## src/rtl/calc_pkg.sv

```systemverilog
// Shared types and constants for the keypad BCD adder.
package calc_pkg;

  typedef enum logic [1:0] {
    ENTER_A = 2'd0,
    ENTER_B = 2'd1,
    ADD     = 2'd2,
    RESULT  = 2'd3
  } state_e;

  localparam logic [3:0] KEY_ADD = 4'hA;
  localparam logic [3:0] KEY_CLR = 4'hE;
  localparam logic [3:0] KEY_EQ  = 4'hF;

  // Digit counters only ever need to reach 3.
  localparam int CNT_W = 2;

  function automatic logic is_digit(input logic [3:0] code);
    return code <= 4'd9;
  endfunction

endpackage

```

## src/rtl/bcd_digit_add.sv

```systemverilog
// One-digit BCD adder with carry in/out; reused serially for each digit.
module bcd_digit_add (
  input  logic [3:0] a,
  input  logic [3:0] b,
  input  logic       cin,
  output logic [3:0] s,
  output logic       cout
);

  logic [4:0] raw;

  // Binary digit sum, then +6 correction when it leaves the 0..9 range.
  always_comb begin
    raw  = {1'b0, a} + {1'b0, b} + {4'b0000, cin};
    cout = (raw > 5'd9);
    s    = cout ? (raw[3:0] + 4'd6) : raw[3:0];
  end

endmodule

```

## src/rtl/operand_sum_fsm.sv

```systemverilog
// Keypad-driven 3-digit BCD calculator: enter A, '+', enter B, '=' -> sum.
module operand_sum_fsm
  import calc_pkg::*;
#(
  parameter int MAX_DIGITS = 3
) (
  input  logic        clk,
  input  logic        n_reset,
  input  logic [3:0]  key_code,
  input  logic        key_held,
  output logic [11:0] cdu,
  output logic        overflow,
  output logic [1:0]  state_dbg
);

  localparam logic [CNT_W-1:0] MAX_CNT = CNT_W'(MAX_DIGITS);

  state_e           state_q, state_d;
  logic             held_q;
  logic [11:0]      a_q, a_d;
  logic [11:0]      b_q, b_d;
  logic [11:0]      sum_q, sum_d;
  logic [CNT_W-1:0] cnt_a_q, cnt_a_d;
  logic [CNT_W-1:0] cnt_b_q, cnt_b_d;
  logic [1:0]       idx_q, idx_d;
  logic             carry_q, carry_d;
  logic             ovf_q, ovf_d;
  logic [11:0]      cdu_q, cdu_d;

  logic             key_evt;
  logic [3:0]       add_a, add_b, add_s;
  logic             add_cin, add_cout;

  function automatic logic [3:0] digit_at(input logic [11:0] v, input logic [1:0] i);
    case (i)
      2'd0:    return v[3:0];
      2'd1:    return v[7:4];
      default: return v[11:8];
    endcase
  endfunction

  // Single digit adder, stepped units -> tens -> hundreds by idx_q.
  bcd_digit_add u_add (
    .a    (add_a),
    .b    (add_b),
    .cin  (add_cin),
    .s    (add_s),
    .cout (add_cout)
  );

  // Next-state, operand editing and serial addition.
  always_comb begin
    state_d = state_q;
    a_d     = a_q;
    b_d     = b_q;
    sum_d   = sum_q;
    cnt_a_d = cnt_a_q;
    cnt_b_d = cnt_b_q;
    idx_d   = idx_q;
    carry_d = carry_q;
    ovf_d   = ovf_q;

    key_evt = key_held & ~held_q;
    add_a   = digit_at(a_q, idx_q);
    add_b   = digit_at(b_q, idx_q);
    add_cin = (idx_q == 2'd0) ? 1'b0 : carry_q;

    case (state_q)
      ENTER_A: begin
        if (key_evt) begin
          if (is_digit(key_code)) begin
            if (cnt_a_q < MAX_CNT) begin
              a_d     = {a_q[7:0], key_code};
              cnt_a_d = cnt_a_q + 1'b1;
            end
          end else if (key_code == KEY_ADD) begin
            state_d = ENTER_B;
            b_d     = '0;
            cnt_b_d = '0;
          end
        end
      end
      ENTER_B: begin
        if (key_evt) begin
          if (is_digit(key_code)) begin
            if (cnt_b_q < MAX_CNT) begin
              b_d     = {b_q[7:0], key_code};
              cnt_b_d = cnt_b_q + 1'b1;
            end
          end else if (key_code == KEY_EQ) begin
            state_d = ADD;
            idx_d   = 2'd0;
            carry_d = 1'b0;
          end
        end
      end
      ADD: begin
        case (idx_q)
          2'd0:    sum_d[3:0]  = add_s;
          2'd1:    sum_d[7:4]  = add_s;
          default: sum_d[11:8] = add_s;
        endcase
        carry_d = add_cout;
        if (idx_q == 2'd2) begin
          state_d = RESULT;
          ovf_d   = add_cout;
          idx_d   = 2'd0;
        end else begin
          idx_d = idx_q + 2'd1;
        end
      end
      RESULT: begin
        if (key_evt) begin
          if (is_digit(key_code)) begin
            state_d = ENTER_A;
            a_d     = {8'h00, key_code};
            cnt_a_d = CNT_W'(1);
            b_d     = '0;
            cnt_b_d = '0;
            ovf_d   = 1'b0;
          end else if (key_code == KEY_ADD) begin
            state_d = ENTER_B;
            a_d     = sum_q;
            cnt_a_d = MAX_CNT;
            b_d     = '0;
            cnt_b_d = '0;
            ovf_d   = 1'b0;
          end
        end
      end
      default: state_d = ENTER_A;
    endcase

    // Clear wins over everything except an addition in flight.
    if (key_evt && (key_code == KEY_CLR) && (state_q != ADD)) begin
      state_d = ENTER_A;
      a_d     = '0;
      b_d     = '0;
      sum_d   = '0;
      cnt_a_d = '0;
      cnt_b_d = '0;
      carry_d = 1'b0;
      ovf_d   = 1'b0;
    end

    case (state_d)
      ENTER_A: cdu_d = a_d;
      RESULT:  cdu_d = sum_d;
      default: cdu_d = b_d;
    endcase
  end

  // State, datapath and registered outputs.
  always_ff @(posedge clk or negedge n_reset) begin
    if (!n_reset) begin
      state_q <= ENTER_A;
      held_q  <= 1'b0;
      a_q     <= '0;
      b_q     <= '0;
      sum_q   <= '0;
      cnt_a_q <= '0;
      cnt_b_q <= '0;
      idx_q   <= 2'd0;
      carry_q <= 1'b0;
      ovf_q   <= 1'b0;
      cdu_q   <= '0;
    end else begin
      state_q <= state_d;
      held_q  <= key_held;
      a_q     <= a_d;
      b_q     <= b_d;
      sum_q   <= sum_d;
      cnt_a_q <= cnt_a_d;
      cnt_b_q <= cnt_b_d;
      idx_q   <= idx_d;
      carry_q <= carry_d;
      ovf_q   <= ovf_d;
      cdu_q   <= cdu_d;
    end
  end

  assign cdu       = cdu_q;
  assign overflow  = ovf_q;
  assign state_dbg = state_q;

endmodule

```

## config.mk

```make
export PLATFORM = sky130hd
export DESIGN_NAME = operand_sum_fsm
export DESIGN_NICKNAME = d
export VERILOG_FILES = /design/src/rtl/calc_pkg.sv /design/src/rtl/bcd_digit_add.sv /design/src/rtl/operand_sum_fsm.sv
export SDC_FILE = /design/constraint.sdc
export NUM_CORES = 1
export LEC_CHECK = 0
export ABC_AREA = 0
export CAP_MARGIN = 20
export CORE_MARGIN = 2
export CORE_UTILIZATION = 65
export CTS_CLUSTER_SIZE = 24
export DETAILED_ROUTE_END_ITERATION = 7
export GPL_TIMING_DRIVEN = 0
export MAX_ROUTING_LAYER = met4
export PLACE_DENSITY = 0.86
export SLEW_MARGIN = 25
export SYNTH_ARGS = -nofsm -noshare
export SYNTH_HDL_FRONTEND = slang
export SYNTH_HIERARCHICAL = 1
export SYNTH_SLANG_ARGS = --single-unit
```

## constraint.sdc

```tcl
create_clock -name clk -period 6.07 [get_ports clk]
set_input_delay 1.214 -clock clk [delete_from_list [all_inputs] [get_ports clk]]
set_output_delay 1.214 -clock clk [all_outputs]
set_load 0.005 [all_outputs]
```

==> metrics.csv <==
stage,metric,value,unit
logic_synthesis,synth_top_area_share,0.381,
floorplan,pin_count,22,
logic_synthesis,syn-instance-count,419,
power,intPower,0.00126,W
setup_path,max_stage_delay,0.61,ns
power,p_leak,1.91,nW
cells_and_area,syn2layout_area_growth,14.1,%
clocking,clock_latency,0.34,ns
clocking,cts_buffers,9,
setup_path,path_cells,clkbuf_1 > buf_1 > mux2i_1 > o21ai_0 > fa_1 > fa_1 > xnor2_1 > ha_1 > a31o_1 > a2111oi_0 > nor2b_1 > mux2i_1 > nor2_1 > a311oi_1 > a31oi_1,
power,switchingPower,0.000950,W
clocking,clkTransAtPathRegs,0.07,ns
setup_path,r2r_end,cdu[3],
power,combPwrFrac,0.530,
drt,wl_per_cell,21.7,um
power,p_per_area,498,mW/mm^2
cells_and_area,finalNetCount,474,
logic_synthesis,yosys.area.top_type,dfrtp_1,
floorplan,die_h,81.3,um
power,vdd_drop_max,316,uV
placed_design,gp_congestion,0.978,
setup_path,worst_r2r_startpoint,idx_q[0],
setup_path,end_kind,register,
floorplan,die_area,0.00660,sq mm
global_route,grt_usage,0.384,
logic_synthesis,avgSynthCellArea,9.26,sq um
timing,finClkSkew,0.00861,ns
timing,fin_crit,4.87,ns
clocking,cts_resized,0,
drt,viasPerCell,6.97,
outcome,run_status,"complete, no violations",
global_route,grt_pass1_wl,18200,um
drt,first_iter_violations,431,
setup_path,worst_setup_path_start_kind,register,
clocking,holdBufCountCts,0,
timing,finalMaxSlewViolations,0,
clocking,post_cts_buffers,0,
logic_synthesis,syn-cell-area,0.00388,sq mm
power,switching_share,0.431,
cells_and_area,diodes,0,
setup_path,crit_fanout,10,
logic_synthesis,ys_types,66,
logic_synthesis,yosys_register_bits,59,
floorplan,die_x,81.3,um
clocking,htree_levels,3,
logic_synthesis,synth_nets,441,
logic_synthesis,synth-main-ff-cell,dfrtp_1,
logic_synthesis,ys_seq_area_frac,0.381,
global_route,grt-ovfl-total,0,
timing,hold_slack,0.500,ns
timing,relSlewSlack,0.496,
drt,ant_nets,0,
clocking,cts_tree,built,
worst_hold_path,worst_hold_path.endpoint,cnt_b_q[1],
setup_path,critPathKind,register to register,
power,power,0.00221,W
worst_hold_path,hp-class,register to register,
power,p_seq_frac,0.288,
logic_synthesis,synth.most_common_cell,dfrtp_1,
clocking,cts.path.max_buffers,2,
floorplan,core_area,0.00585,sq mm
setup_path,slowest_stage,buf_1,
placed_design,port_buffers,21,
clocking,clockRootBuffer,clkbuf_8,
setup_path,required,6.25,ns
worst_hold_path,holdPathStages,1,
logic_synthesis,synth_common_cells,"dfrtp_1, nor2_1, o21ai_0, clkbuf_1",
global_route,first_global_vias,3432,
timing,finalSetupViolCount,0,
timing,fin_crit_sh,0.803,
logic_synthesis,synthTopCellsByArea,"dfrtp_1, mux2i_1, ha_1",
global_route,antenna_found_initial,0,
timing,tightest_slew,0.737,ns
job,maxCapViolCount,0,
logic_synthesis,yosys_warnings,6,
placed_design,dpl.hpwl,8250,um
setup_path,r2r_cells,15,
drt,firstDrtPassIters,5,
clocking,cts_sinks,59,
logic_synthesis,synth_edf_count,0,
worst_hold_path,hp-start,cnt_b_q[1],
drt,drc_errors,0,
setup_path,cp.arrival,5.06,ns
timing,fin_setup_tns,0,ns
cells_and_area,layout-drive-gt1-share,0.0744,
power,clock_power_share,0.182,
drt,route.vias.total,3709,
placed_design,place_ws,1.31,ns
setup_path,reg2reg_slack,1.20,ns
logic_synthesis,synthArstFlopShare,1.00,
timing,rsz0062_at_grt,false,
timing,hold_violations,0,
drt,routed_wl,11600,um
timing,fmax,205,MHz
global_route,grt_max_degree,56,
floorplan,rows,28,
floorplan,initial_core_util,0.663,
timing,postLayoutSetupSlackWorst,1.20,ns
-- how the worst max path moves through the flow --
| stage | from | slack [ns] | end | cells after the start |
|---|---|---|---|---|
| final | idx_q[0] | 1.20 | cdu[3] | 15 |
| after global routing | idx_q[0] | 0.92 | cdu[6] | 15 |
| after CTS | idx_q[0] | 1.26 | cdu[3] | 15 |
| after detailed placement | idx_q[0] | 1.31 | cdu[2] | 15 |
| after global placement | idx_q[0] | 1.47 | cdu[2] | 15 |
| after floorplan | idx_q[0] | 2.20 | cdu[3] | 15 |
-- critical path, delay by kind of cell, from the launching register on --
kind	cells	cell delay (ns)
buffers and inverters	2	1.00
AND/OR/NAND/NOR	2	0.29
AO/OA/AOI/OAI	5	1.26
multiplexers	2	0.51
adder cells (fa/ha/maj)	3	1.14
XOR/XNOR	1	0.19
flip-flops	1	0.33
-- cell usage in the layout (no fill, tap or decap), drive strengths merged, types with 3 or more instances in the layout --
cell type / count
o21a: 4
and3: 5
a2bb2oi: 11
inv: 9
buf: 11
nand3: 7
nand2: 21
clkbuf: 37
ha: 13
and2: 5
a22o: 12
or3: 3
o21ai: 42
a21o: 3
clkdlybuf4s50: 20
a32o: 9
mux2: 3
a21oi: 22
a31oi: 3
nand4b: 9
nor2: 42
or2: 9
nor3b: 5
nor3: 4
a31o: 12
o31ai: 5
dfrtp: 59
mux2i: 22
nor2b: 4
o22ai: 3
-- kinds of logic (layout without fill, tap and decap cells) --
group	after synthesis	count (layout)	synth area share
and+or+nand+nor	128	128	0.183
xor gates and xnor gates	2	2	0.00452
muxes	25	25	0.0655
AOI/OAI and AO/OA	147	147	0.270
adders and majority gates	15	15	0.0522
DFF	59	59	0.381
buffers and inverters	43	81	0.0442
-- layout make-up --
class	instances	area, sq um
Buffer	34	138
Inverter	9	33.8
Timing Repair Buffer	22	235
Tap cell	75	93.8
Fill cell	427	1420
Sequential cell	59	1480
Multi-Input combinational cell	317	2230
Clock buffer	12	145
Clock inverter	4	73.8
-- routing by layer --
layer  share of wire  track usage  vias to the layer above
li1                -            -                     1646
met1            0.40        0.518                     1771
met2            0.45        0.562                      251
met3            0.12        0.103                       41
met4           0.026        0.124                        0
met5               0            -                        -
-- power groups by stage --
| stage | clock network [W] | registers [W] | logic, W |
|---|---|---|---|
| floorplan | 0 | 0.000614 | 0.000762 |
| global placement | 0 | 0.000630 | 0.00109 |
| detailed placement | 0 | 0.000639 | 0.00113 |
| CTS | 0.000401 | 0.000633 | 0.00114 |
| global route | 0.000419 | 0.000649 | 0.00125 |
| finish | 0.000401 | 0.000636 | 0.00117 |
-- sequential cells by signal, indices dropped and copies added, names as in the netlist --
signal	cells
b_q	12
cdu	12
cnt_b_q	2
sum_q	12
overflow	1
a_q	12
carry_q	1
cnt_a_q	2
idx_q	2
held_q	1
state_dbg	2
-- stage by stage --
stage               std cells  area, sq um   util
finish                    532         4430  0.757
CTS                       532         4430  0.757
global route              532         4430  0.757
global placement          515         4180  0.715
floorplan                 419         3880      -
detailed placement        516         4210  0.719
(Power assumes the default switching activity.)
